<file path="config.mk">
export PLATFORM = sky130hd
export DESIGN_NAME = adc_serial_avg
export DESIGN_NICKNAME = d
export VERILOG_FILES = /design/src/rtl/adc_serial_avg.sv
export SDC_FILE = /design/constraint.sdc
export NUM_CORES = 1
export LEC_CHECK = 0
export CAP_MARGIN = 10
export CORE_ASPECT_RATIO = 0.8
export CORE_MARGIN = 2
export CORE_UTILIZATION = 25
export DETAILED_ROUTE_END_ITERATION = 12
export HOLD_SLACK_MARGIN = 0.12
export MAX_ROUTING_LAYER = met4
export PLACE_DENSITY_LB_ADDON = 0.05
export REMOVE_ABC_BUFFERS = 1
export SKIP_LAST_GASP = 1
export SYNTH_ARGS = -nofsm -noshare
export SYNTH_HDL_FRONTEND = slang
export SYNTH_SLANG_ARGS = --single-unit
</file>
<file path="constraint.sdc">
create_clock -name clk -period 3.28 [get_ports clk]
set_input_delay 0.656 -clock clk [delete_from_list [all_inputs] [get_ports clk]]
set_output_delay 0.656 -clock clk [all_outputs]
set_load 0.02 [all_outputs]
</file>
<file path="src/rtl/adc_serial_avg.sv">
// rtl/adc_serial_avg.sv - multi-channel serial ADC front end with per-channel moving average
//
// Drives chip-select and serial clock for an external SPI-style converter,
// deserialises each frame MSB first after discarding LEAD_BITS leading bits,
// tags the result with a round-robin channel index and keeps a moving average
// of the last 2^AVG_LOG2 samples of each channel.
//
// Build option: define ADC_AVG_EN to build the history/sum storage. Without it
// mean simply follows sample and mean_full is held at 1 on every mean_valid.
//
// Ports:
//   clk          in   system clock
//   rst          in   synchronous active-high reset
//   en           in   run enable, sampled at frame boundaries
//   sdata        in   converter serial data
//   cs_n         out  converter chip select (active low)
//   sclk         out  serial clock, idles high
//   ch           out  channel for the current/next frame (external mux select)
//   sample       out  last raw conversion
//   sample_ch    out  channel of sample
//   sample_valid out  one-cycle strobe when sample updates
//   mean         out  moving average of sample_ch
//   mean_full    out  averaging window of sample_ch is full
//   mean_valid   out  one-cycle strobe when mean updates
module adc_serial_avg #(
  parameter int DATA_W    = 12,
  parameter int LEAD_BITS = 4,
  parameter int DIV       = 1,
  parameter int QUIET     = 2,
  parameter int NCH       = 2,
  parameter int AVG_LOG2  = 3,
  localparam int CH_W     = (NCH > 1) ? $clog2(NCH) : 1
) (
  input  logic              clk,
  input  logic              rst,
  input  logic              en,
  input  logic              sdata,
  output logic              cs_n,
  output logic              sclk,
  output logic [CH_W-1:0]   ch,
  output logic [DATA_W-1:0] sample,
  output logic [CH_W-1:0]   sample_ch,
  output logic              sample_valid,
  output logic [DATA_W-1:0] mean,
  output logic              mean_full,
  output logic              mean_valid
);

  localparam int SHIFT_LEN = 2 * DIV * (LEAD_BITS + DATA_W);
  localparam int MAXC = (SHIFT_LEN > QUIET) ? ((SHIFT_LEN > DIV) ? SHIFT_LEN : DIV)
                                            : ((QUIET > DIV) ? QUIET : DIV);
  localparam int CNT_W = $clog2(MAXC + 1);
  localparam int PH_W  = $clog2(2 * DIV + 1);

  localparam logic [2:0] S_IDLE  = 3'd0;
  localparam logic [2:0] S_START = 3'd1;
  localparam logic [2:0] S_SHIFT = 3'd2;
  localparam logic [2:0] S_DONE  = 3'd3;
  localparam logic [2:0] S_AVG   = 3'd4;
  localparam logic [2:0] S_QUIET = 3'd5;

  logic [2:0]        state_q, state_d;
  logic [CNT_W-1:0]  cnt_q, cnt_d;
  logic [PH_W-1:0]   ph_q, ph_d;     // position inside one sclk period
  logic              sclk_q, sclk_d;
  logic              cs_n_q;
  logic              cap;
  logic [DATA_W-1:0] shreg_q;
  logic [CH_W-1:0]   ch_q;
  logic [DATA_W-1:0] sample_q;
  logic [CH_W-1:0]   sample_ch_q;
  logic              sample_valid_q;
  logic [DATA_W-1:0] mean_q;
  logic              mean_full_q;
  logic              mean_valid_q;

  always_comb begin
    state_d = state_q;
    cnt_d   = cnt_q;
    ph_d    = ph_q;
    case (state_q)
      S_IDLE: begin
        if (en) begin
          state_d = S_START;
          cnt_d   = '0;
        end
      end
      S_START: begin
        if (cnt_q == CNT_W'(DIV - 1)) begin
          state_d = S_SHIFT;
          cnt_d   = '0;
          ph_d    = '0;
        end else begin
          cnt_d = cnt_q + CNT_W'(1);
        end
      end
      S_SHIFT: begin
        if (cnt_q == CNT_W'(SHIFT_LEN - 1)) begin
          state_d = S_DONE;
        end else begin
          cnt_d = cnt_q + CNT_W'(1);
          ph_d  = (ph_q == PH_W'(2 * DIV - 1)) ? '0 : ph_q + PH_W'(1);
        end
      end
      S_DONE:  state_d = S_AVG;
      S_AVG: begin
        state_d = S_QUIET;
        cnt_d   = '0;
      end
      S_QUIET: begin
        if (cnt_q == CNT_W'(QUIET - 1)) begin
          state_d = en ? S_START : S_IDLE;
          cnt_d   = '0;
        end else begin
          cnt_d = cnt_q + CNT_W'(1);
        end
      end
      default: state_d = S_IDLE;
    endcase
  end

  // Low half of each bit first, then high half; sdata is taken on the edge
  // that raises sclk, so the converter has had the whole low half to settle.
  assign sclk_d = (state_d != S_SHIFT) || (ph_d >= PH_W'(DIV));
  assign cap    = (state_q == S_SHIFT) && (state_d == S_SHIFT) && (ph_d == PH_W'(DIV));

  always_ff @(posedge clk) begin
    if (rst) begin
      state_q        <= S_IDLE;
      cnt_q          <= '0;
      ph_q           <= '0;
      sclk_q         <= 1'b1;
      cs_n_q         <= 1'b1;
      shreg_q        <= '0;
      ch_q           <= '0;
      sample_q       <= '0;
      sample_ch_q    <= '0;
      sample_valid_q <= 1'b0;
    end else begin
      state_q        <= state_d;
      cnt_q          <= cnt_d;
      ph_q           <= ph_d;
      sclk_q         <= sclk_d;
      cs_n_q         <= !((state_d == S_START) || (state_d == S_SHIFT));
      sample_valid_q <= (state_q == S_SHIFT) && (state_d == S_DONE);
      // The shift register is DATA_W wide, so the lead bits fall off the top.
      if (cap) begin
        shreg_q <= {shreg_q[DATA_W-2:0], sdata};
      end
      if ((state_q == S_SHIFT) && (state_d == S_DONE)) begin
        sample_q    <= shreg_q;
        sample_ch_q <= ch_q;
      end
      // Advance the mux on entry to QUIET so it settles before the next frame.
      if (state_q == S_AVG) begin
        ch_q <= (ch_q == CH_W'(NCH - 1)) ? '0 : ch_q + CH_W'(1);
      end
    end
  end

`ifdef ADC_AVG_EN
  localparam int WIN   = 1 << AVG_LOG2;
  localparam int SUM_W = DATA_W + AVG_LOG2;
  localparam int NSLOT = 1 << CH_W;

  logic [DATA_W-1:0]   hist_q [NSLOT][WIN];
  logic [SUM_W-1:0]    sum_q  [NSLOT];
  logic [AVG_LOG2-1:0] wp_q   [NSLOT];
  logic [NSLOT-1:0]    fill_q;
  logic [CH_W-1:0]     c;
  logic [SUM_W-1:0]    sum_d;

  assign c     = sample_ch_q;
  assign sum_d = sum_q[c] - SUM_W'(hist_q[c][wp_q[c]]) + SUM_W'(sample_q);

  always_ff @(posedge clk) begin
    if (rst) begin
      for (int i = 0; i < NSLOT; i++) begin
        for (int j = 0; j < WIN; j++) begin
          hist_q[i][j] <= '0;
        end
        sum_q[i] <= '0;
        wp_q[i]  <= '0;
      end
      fill_q       <= '0;
      mean_q       <= '0;
      mean_full_q  <= 1'b0;
      mean_valid_q <= 1'b0;
    end else begin
      mean_valid_q <= (state_q == S_DONE);
      if (state_q == S_DONE) begin
        sum_q[c]           <= sum_d;
        hist_q[c][wp_q[c]] <= sample_q;
        wp_q[c]            <= wp_q[c] + AVG_LOG2'(1);
        // Window is full once the write pointer wraps for the first time.
        if (&wp_q[c]) begin
          fill_q[c] <= 1'b1;
        end
        mean_q      <= sum_d[SUM_W-1:AVG_LOG2];
        mean_full_q <= fill_q[c] | (&wp_q[c]);
      end
    end
  end
`else
  always_ff @(posedge clk) begin
    if (rst) begin
      mean_q       <= '0;
      mean_full_q  <= 1'b0;
      mean_valid_q <= 1'b0;
    end else begin
      mean_valid_q <= (state_q == S_DONE);
      if (state_q == S_DONE) begin
        mean_q      <= sample_q;
        mean_full_q <= 1'b1;
      end
    end
  end
`endif

  assign cs_n         = cs_n_q;
  assign sclk         = sclk_q;
  assign ch           = ch_q;
  assign sample       = sample_q;
  assign sample_ch    = sample_ch_q;
  assign sample_valid = sample_valid_q;
  assign mean         = mean_q;
  assign mean_full    = mean_full_q;
  assign mean_valid   = mean_valid_q;

endmodule

</file>
==> results_dict.tcl, run 1 <==
set metrics [dict create \
    dp_hpwl_um 3510 \
    dr.pass1.iters 5 \
    fin_setup_tns_ps 0 \
    drt-total-wl_um 5480 \
    hold_path_class "flip-flop to flip-flop" \
    fp.dieArea_mm2 0.00973 \
    dr_wl_met2_um 2360 \
    hold_buffers 0 \
    gp_congestion 0.761 \
    ir_drop_uv 173 \
    mappedNetlistArea_mm2 0.00224 \
    maxCapViolations 0 \
    drc_errors 0 \
    post-cts-setup-buffers 0 \
    finalCoreUtilization 0.320 \
    wl_met3_um 209 \
    setup_viol 0 \
    timing.final.max_slew_violations 0 \
    clockRootBuffer "clkbuf_8" \
    clock-sinks 54 \
    synthDistinctLibCells 44 \
    critPathCaptureType "flip-flop" \
    p_leak_nw 0.979 \
    nets 279 \
    n_antenna_cell 0 \
    relSlewSlack 0.475 \
    boundaryPins 35 \
    port_buffers 34 \
    cpPeakStageDelay_ps 700 \
    synth_edf_count 0 \
    fmax_ghz 0.467 \
    ys_warn_count 0 \
    worst_pin_slew_ps 787 \
    max-clock-path-buffers 2 \
    cts_resized 0 \
    synthMuxAreaShare 0.117 \
    ys.flop_type "dfxtp_1" \
    post-route-period-util 0.653 \
    startpoint "cnt_q[0]$_SDFFE_PP0P_" \
    routed.top_layer "met4" \
    critPathRequiredTime_ps 3520 \
    antenna_found_initial 0 \
    rr_endpoint "cnt_q[2]$_SDFFE_PP0P_" \
    chipHeight_um 88.6 \
    htreeDepth 2 \
    hold_viol 0 \
    wl_per_cell_um 14.2 \
    dpl_worst_slack_ps 1100 \
    cts.clk_slew.worst_paths_ps 100 \
    met1_length_um 2860 \
    grt_pass1_wl_um 9000 \
    grt_usage 0.129 \
    async_flop_share 0 \
    finalWorstSetupSlack_ps 1140 \
    worstSetupEndpoint "cnt_q[2]$_SDFFE_PP0P_" \
    clock_skew_ps 6.01 \
    num_vias 1757 \
    powerDensity_mw_per_mm2 422 \
    area_delta_synth_final_pct 23.1 \
    post_synth.cell_area_avg_um2 9.28 \
    synth_top_family_by_area "simple AND/OR/NAND/NOR gates" \
    clk_latency_ps 320 \
    period_minus_slack_ps 2140 \
    viasPerCell 4.56 \
    rows 30 \
    overflow 0 \
    path_cells "inv_1 -> ha_1 -> mux2_2 -> a211oi_2 -> o2111ai_1 -> a31oi_1" \
    cts_made_buffers 5 \
    cp_max_fo 10 \
    startpoint_type "flip-flop" \
    synth_xor_area_frac 0 \
    drive_above_1_share 0.0769 \
    r2r_slack_ps 1140 \
    drt-initial-drc-count 79 \
    core_mm2 0.00860 \
    synth_cells 241 \
    worstSetupPathType "flip-flop to flip-flop" \
    cts_tree "yes" \
    seq_area_frac_synth 0.483 \
    cp_slowest_cell "a211oi_2" \
    r2r_start "cnt_q[0]$_SDFFE_PP0P_" \
    place_area_mm2 0.00267 \
    grt_pass1_vias 1690 \
    start_util 0.260 \
    fin_area_mm2 0.00275 \
    synth_fa_ha_area_frac 0.0213 \
    synth-simple-area-share 0.197 \
    die_x_um 110 \
    grt_max_degree 39 \
    crit_arrival_ps 2380 \
    outcome "complete, no violations" \
    synth-compound-area-share 0.134 \
    ant_nets 0 \
    ys_ff_latch 54 \
    rsz0062_at_grt "false" \
    r2r_cells 6 \
]
==> placed cells by master (no fill, tap or decap), drive strengths merged, types with 2 or more instances in the layout <==
cell           instances
clkdlybuf4s50         33
clkinv                 2
and2                   2
inv                    5
a211oi                 3
o211ai                 7
ha                     3
nor2                  39
buf                    6
clkbuf                 6
nor2b                  3
nand2                 32
a21oi                 18
o21ai                  2
nor3b                  2
a31oi                  4
nor3                   3
nor4                   3
nand3                  2
dfxtp                 54
mux2i                 25
==> worst max-delay path, delay by kind of cell (launching register included) <==
kind,cells,cell delay (ps)
buf+inv,1,80
fa+ha+maj,1,220
mux,1,300
compound gates,3,1060
flops,1,410
==> how the worst min path moves through the flow <==
| stage | slack (ps) | startpoint | to | depth (start not counted) |
|---|---|---|---|---|
| 2_1_floorplan | 460 | cnt_q[1]$_SDFFE_PP0P_ | cnt_q[1]$_SDFFE_PP0P_ | 2 |
| 3_3_place_gp | 440 | mean[10]$_SDFFE_PP0P_ | mean[10]$_SDFFE_PP0P_ | 2 |
| 3_5_place_dp | 450 | mean[4]$_SDFFE_PP0P_ | mean[4]$_SDFFE_PP0P_ | 2 |
| 4_1_cts | 460 | mean[4]$_SDFFE_PP0P_ | mean[4]$_SDFFE_PP0P_ | 2 |
| 5_1_grt | 480 | mean[10]$_SDFFE_PP0P_ | mean[10]$_SDFFE_PP0P_ | 2 |
| 6_report | 460 | mean[10]$_SDFFE_PP0P_ | mean[10]$_SDFFE_PP0P_ | 2 |
==> cells in the mapped netlist, types with 2 or more instances <==
library cell / number / area, µm²
o21ai_0: 2 / 10.0
a21oi_1: 18 / 90.1
clkbuf_1: 8 / 30.0
nor4_4: 2 / 42.5
a31oi_1: 4 / 25.0
inv_1: 5 / 18.8
buf_4: 2 / 15.0
nor2b_1: 3 / 18.8
nand3_1: 2 / 10.0
buf_6: 3 / 33.8
ha_1: 3 / 37.5
mux2i_1: 25 / 250
nor3_1: 3 / 15.0
dfxtp_1: 54 / 1080
nand2_1: 32 / 120
a211oi_1: 2 / 15.0
o211ai_1: 7 / 52.6
nor2_1: 39 / 146
and2_1: 2 / 12.5
==> logic make-up after synthesis <==
family | count (synthesis)
adder cells (fa/ha/maj) | 4
buffers and inverters | 20
AND/OR/NAND/NOR | 93
multiplexers | 26
flip-flops | 54
AO/OA/AOI/OAI | 44
==> metrics by stage <==
| step | power, mW | hold slack [ps] | instances |
|---|---|---|---|
| after global placement | 0.798 | 444 | 377 |
| after floorplan | 0.751 | 456 | 226 |
| after detailed placement | 0.795 | 448 | 377 |
| final | 1.16 | 459 | 385 |
| after global routing | 1.22 | 481 | 385 |
| after CTS | 1.19 | 462 | 385 |
==> state kept, by name, indices dropped and copies added, names as in the netlist <==
| register | count |
|---|---|
| cs_n | 1 |
| mean_full | 1 |
| ch | 1 |
| mean_valid | 1 |
| sample_valid | 1 |
| cnt_q | 6 |
| ph_q | 2 |
| shreg_q | 12 |
| sclk | 1 |
| state_q | 3 |
| sample | 12 |
| mean | 12 |
| sample_ch | 1 |
==> layout make-up <==
| cell class | instances | area (µm²) |
|---|---|---|
| Fill cell | 899 | 5840 |
| Sequential cell | 54 | 1080 |
| Multi-Input combinational cell | 167 | 1050 |
| Timing Repair Buffer | 39 | 373 |
| Tap cell | 112 | 140 |
| Clock buffer | 6 | 72.6 |
| Inverter | 5 | 18.8 |
| Clock inverter | 2 | 13.8 |
==> where the power goes <==
part	switching, mW	internal, mW	leakage (nW)
sequential	0.0124	0.664	0.436
combinational	0.0630	0.0386	0.498
clock	0.233	0.152	0.0452
total	0.308	0.854	0.979
==> metal layers <==
metal	vias up	global-route usage
met2	40	0.182
met5	-	-
met1	819	0.178
li1	894	-
met4	0	0.0311
met3	4	0.0442
Note: power is estimated with default switching activity, not from simulation.
==> run 2, diff against run 1 <==
clock period = 2.1 ns   (was 3.28 ns; I/O delays follow)
==> run 2 against run 1 <==
  * Critical path depth up 1
  * Largest cell class unchanged
  * Critical path type unchanged
  * Power up 66%
  * Via count down 0.91%
  * Highest routed layer unchanged
  * Setup slack worse by 890 ps
  * Critical endpoint unchanged
==> results_dict.tcl, run 2 (synthesized netlist as in run 1, its figures left out) <==
set metrics [dict create \
    outcome "complete, no violations" \
    die_x_um 110 \
    path_cells "inv_1 -> ha_1 -> mux2_2 -> a211oi_2 -> buf_4 -> o2111ai_1 -> a31oi_1" \
    drc_errors 0 \
    cts.clk_slew.worst_paths_ps 100 \
    drt-total-wl_um 5360 \
    r2r_cells 7 \
    port_buffers 34 \
    ir_drop_uv 258 \
    boundaryPins 35 \
    hold_buffers 0 \
    cp.depth 7 \
    clock_skew_ps 4.34 \
    viasPerCell 4.44 \
    startpoint "cnt_q[0]$_SDFFE_PP0P_" \
    antenna_found_initial 0 \
    startpoint_type "flip-flop" \
    layout_commonest_cell "dfxtp_1" \
    htreeDepth 2 \
    hold-worst-slack_ps 457 \
    relSlewSlack 0.604 \
    powerDensity_mw_per_mm2 676 \
    rr_endpoint "cnt_q[2]$_SDFFE_PP0P_" \
    gp_congestion 0.702 \
    setup_viol 0 \
    critPathRequiredTime_ps 2340 \
    fmax_ghz 0.539 \
    rows 30 \
    rsz0062_at_grt "false" \
    ant_nets 0 \
    clockRootBuffer "clkbuf_8" \
    area_delta_synth_final_pct 27.6 \
    worst_pin_slew_ps 592 \
    worstSetupEndpoint "cnt_q[2]$_SDFFE_PP0P_" \
    timing.final.max_slew_violations 0 \
    p_leak_nw 1.03 \
    layout_common_cells "dfxtp_1 (54), nor2_1 (39), clkdlybuf4s50_1 (33)" \
    period_minus_slack_ps 1860 \
    grt_pass1_vias 1668 \
    cp_max_fo 8 \
    fin_setup_tns_ps 0 \
    clk_latency_ps 300 \
    drive_above_1_share 0.100 \
    crit_family "compound AO/OA/AOI/OAI gates" \
    drt-initial-drc-count 43 \
    dr.pass1.iters 4 \
    n_antenna_cell 0 \
    dp_hpwl_um 3680 \
    max-clock-path-buffers 2 \
    grt_max_degree 23 \
    grt_usage 0.121 \
    hold_path_class "flip-flop to flip-flop" \
    r2r_slack_ps 240 \
    wl_per_cell_um 13.7 \
    cts_tree "yes" \
    maxCapViolations 0 \
    r2r_start "cnt_q[0]$_SDFFE_PP0P_" \
    critPathCaptureType "flip-flop" \
    clock-sinks 54 \
    fp.dieArea_mm2 0.00973 \
    hold_viol 0 \
    critPathBufInv 2 \
    core_mm2 0.00860 \
    cts_made_buffers 5 \
    cts_resized 0 \
    post-cts-setup-buffers 0 \
    crit_arrival_ps 2090 \
    num_vias 1741 \
    fillers 913 \
    worstSetupPathType "flip-flop to flip-flop" \
    cp_slowest_cell "dfxtp_1" \
    nets 286 \
    cpPeakStageDelay_ps 410 \
    overflow 0 \
    post-route-period-util 0.884 \
    chipHeight_um 88.6 \
    start_util 0.260 \
    grt_pass1_wl_um 8610 \
]
[run 2: changes by cell type in the layout (fill, tap and decap cells not counted)]
| cell | previous run | this run |
|---|---|---|
| buf_4 | 5 | 10 |
| buf_12 | 0 | 2 |
| bufinv_16 | 0 | 1 |
| clkinv_2 | 1 | 0 |
| clkinv_4 | 1 | 0 |
| clkinvlp_4 | 0 | 1 |
[run 2: final cells by class]
class                   count  area [µm²]  share of cell area
clock inverters             2        37.5              0.0131
multi-input cells         167        1050               0.369
clock buffers               6        72.6              0.0254
well taps                 112         140              0.0491
repair buffers             46         450               0.158
flip-flops and latches     54        1080               0.379
inverters                   5        18.8             0.00657
[run 2: tightest hold or removal path, cell delays in order, from the launching register on]
cell,delay (ps)
dfxtp_1,320
nand2_1,50
a21oi_1,50
[run 2: per-stage QoR]
| stage | utilization | area, µm² | cells | power, mW | setup WS [ps] |
|---|---|---|---|---|---|
| after floorplan | - | 2150 | 226 | 1.17 | 26.3 |
| after global placement | 0.319 | 2750 | 384 | 1.26 | 183 |
| after detailed placement | 0.319 | 2750 | 384 | 1.26 | 128 |
| after CTS | 0.332 | 2860 | 392 | 1.97 | 244 |
| after global routing | 0.332 | 2860 | 392 | 2.03 | 109 |
| final | 0.332 | 2860 | 392 | 1.93 | 244 |
[run 2: power breakdown]
part	total, mW	switching [mW]	internal, mW
registers	1.05	0.0135	1.04
logic	0.180	0.106	0.0740
clock network	0.697	0.341	0.356
total	1.93	0.461	1.47
[run 2: routing by layer]
layer / track usage / up-vias / share of wire
met4: 0.0311 / 0 / 0.0062
li1: - / 906 / -
met3: 0.0272 / 2 / 0.031
met2: 0.172 / 22 / 0.41
met1: 0.171 / 811 / 0.56
met5: - / - / 0
[run 2: how the worst min path moves through the flow]
stage                                 end  depth (start not counted)             startpoint
floorplan           cnt_q[1]$_SDFFE_PP0P_                          2  cnt_q[1]$_SDFFE_PP0P_
global placement     mean[6]$_SDFFE_PP0P_                          2   mean[6]$_SDFFE_PP0P_
detailed placement   mean[4]$_SDFFE_PP0P_                          2   mean[4]$_SDFFE_PP0P_
CTS                  mean[4]$_SDFFE_PP0P_                          2   mean[4]$_SDFFE_PP0P_
global route        mean[10]$_SDFFE_PP0P_                          2  mean[10]$_SDFFE_PP0P_
finish               mean[4]$_SDFFE_PP0P_                          2   mean[4]$_SDFFE_PP0P_
==> run 3, diff against run 2 <==
MAX_ROUTING_LAYER = default   (was met4)
==> run 3 against run 2 <==
  * Sequential power barely moved
  * Sequential share of layout area did not move
  * Sequential cell count did not move
  * Clock-buffer cell count did not move
  * Critical path depth did not move
  * Hold slack barely moved
  * Clock power barely moved
  * Non-clock buffer count did not move
  * Setup slack improved by 2.1 ps
  * Core utilization did not move
  * Wire length fell by 0.48%
  * Global-route usage fell by 0.35 points
  * Critical path type unchanged
  * Critical endpoint unchanged
  * Largest power group unchanged
==> results_dict.tcl, run 3 (synthesized netlist as in run 1, its figures left out) <==
set metrics [dict create \
    layout_common_cells "dfxtp_1 (54), nor2_1 (39), clkdlybuf4s50_1 (33)" \
    fp.dieArea_mm2 0.00973 \
    dp_hpwl_um 3680 \
    fin_setup_tns_ps 0 \
    critPathRequiredTime_ps 2340 \
    ir_drop_uv 257 \
    cts.clk_slew.worst_paths_ps 100 \
    path_cells "inv_1 -> ha_1 -> mux2_2 -> a211oi_2 -> buf_4 -> o2111ai_1 -> a31oi_1" \
    wl_per_cell_um 13.6 \
    boundaryPins 35 \
    place_area_mm2 0.00275 \
    p_leak_nw 1.03 \
    worstSetupPathType "flip-flop to flip-flop" \
    post-cts-setup-buffers 0 \
    grt_pass1_wl_um 8610 \
    cpPeakStageDelay_ps 410 \
    drt-total-wl_um 5340 \
    cp_slowest_cell "dfxtp_1" \
    ant_nets 0 \
    grt_max_degree 23 \
    critPathBufInv 2 \
    dpl_worst_slack_ps 128 \
    grt_pass1_vias 1666 \
    clock-sinks 54 \
    start_util 0.260 \
    num_vias 1743 \
    cts_made_buffers 5 \
    crit_family "compound AO/OA/AOI/OAI gates" \
    nets 286 \
    clock_skew_ps 4.38 \
    clk_latency_ps 300 \
    overflow 0 \
    post-route-period-util 0.883 \
    finalWorstSetupSlack_ps 246 \
    worst_pin_slew_ps 592 \
    drive_above_1_share 0.100 \
    outcome "complete, no violations" \
    hold_buffers 0 \
    antenna_found_initial 0 \
    period_minus_slack_ps 1850 \
    startpoint_type "flip-flop" \
    hold_viol 0 \
    rsz0062_at_grt "false" \
    fin_area_mm2 0.00286 \
    core_mm2 0.00860 \
    grt_usage 0.117 \
    area_delta_synth_final_pct 27.6 \
    setup_viol 0 \
    max-clock-path-buffers 2 \
    powerDensity_mw_per_mm2 674 \
    clockRootBuffer "clkbuf_8" \
    critPathCaptureType "flip-flop" \
    maxCapViolations 0 \
    n_antenna_cell 0 \
    viasPerCell 4.45 \
    cts_resized 0 \
    die_x_um 110 \
    htreeDepth 2 \
    timing.final.max_slew_violations 0 \
    layout_commonest_cell "dfxtp_1" \
    drc_errors 0 \
    gp_congestion 0.695 \
    fmax_ghz 0.539 \
    chipHeight_um 88.6 \
    relSlewSlack 0.604 \
    cp_max_fo 8 \
    hold_path_class "flip-flop to flip-flop" \
    rows 30 \
    crit_arrival_ps 2090 \
    drt-initial-drc-count 47 \
    cts_tree "yes" \
    dr.pass1.iters 4 \
    port_buffers 34 \
]
[run 3: cell counts in the layout (fill, tap and decap cells not counted)]
Identical to the previous run, type by type.
[run 3: worst paths after layout]
| check | slack [ps] | cells past startpoint | endpoint | startpoint |
|---|---|---|---|---|
| max | 250 | 7 | cnt_q[2]$_SDFFE_PP0P_ | cnt_q[0]$_SDFFE_PP0P_ |
| min | 460 | 2 | mean[4]$_SDFFE_PP0P_ | mean[4]$_SDFFE_PP0P_ |
| max reg2reg | 250 | 7 | cnt_q[2]$_SDFFE_PP0P_ | cnt_q[0]$_SDFFE_PP0P_ |
| min reg2reg | 460 | 2 | mean[4]$_SDFFE_PP0P_ | mean[4]$_SDFFE_PP0P_ |
[run 3: area by class of cell]
| class | count | area (µm²) |
|---|---|---|
| Fill cell | 913 | 5740 |
| Inverter | 5 | 18.8 |
| Tap cell | 112 | 140 |
| Timing Repair Buffer | 46 | 450 |
| Multi-Input combinational cell | 167 | 1050 |
| Clock inverter | 2 | 37.5 |
| Clock buffer | 6 | 72.6 |
| Sequential cell | 54 | 1080 |
[run 3: power by group]
part / leakage [nW] / internal [mW] / switching, mW
Combinational: 0.541 / 0.0741 / 0.106
Clock: 0.0514 / 0.356 / 0.338
Sequential: 0.436 / 1.04 / 0.0135
Total: 1.03 / 1.47 / 0.458
[run 3: per-stage QoR]
step,utilization,instances,total power [mW],hold WS (ps)
after global placement,0.319,384,1.26,446
after detailed placement,0.319,384,1.26,447
after global routing,0.332,392,2.03,481
final,0.332,392,1.93,457
after CTS,0.332,392,1.97,462
after floorplan,-,226,1.17,456
[run 3: worst reg2reg max path, cell delays in order, from the launching register on]
cell       delay, ps
dfxtp_1          410
inv_1             80
ha_1             220
mux2_2           280
a211oi_2         300
buf_4            220
o2111ai_1        110
a31oi_1          180
[run 3: metal layers]
| metal | global-route usage | vias up | wire [µm] | part of all wire |
|---|---|---|---|---|
| met5 | 0 | - | 0 | 0 |
| met4 | 0.0311 | 0 | 33 | 0.0062 |
| met3 | 0.0309 | 2 | 203 | 0.038 |
| met2 | 0.172 | 22 | 2160 | 0.40 |
| met1 | 0.170 | 812 | 2940 | 0.55 |
| li1 | - | 907 | - | - |
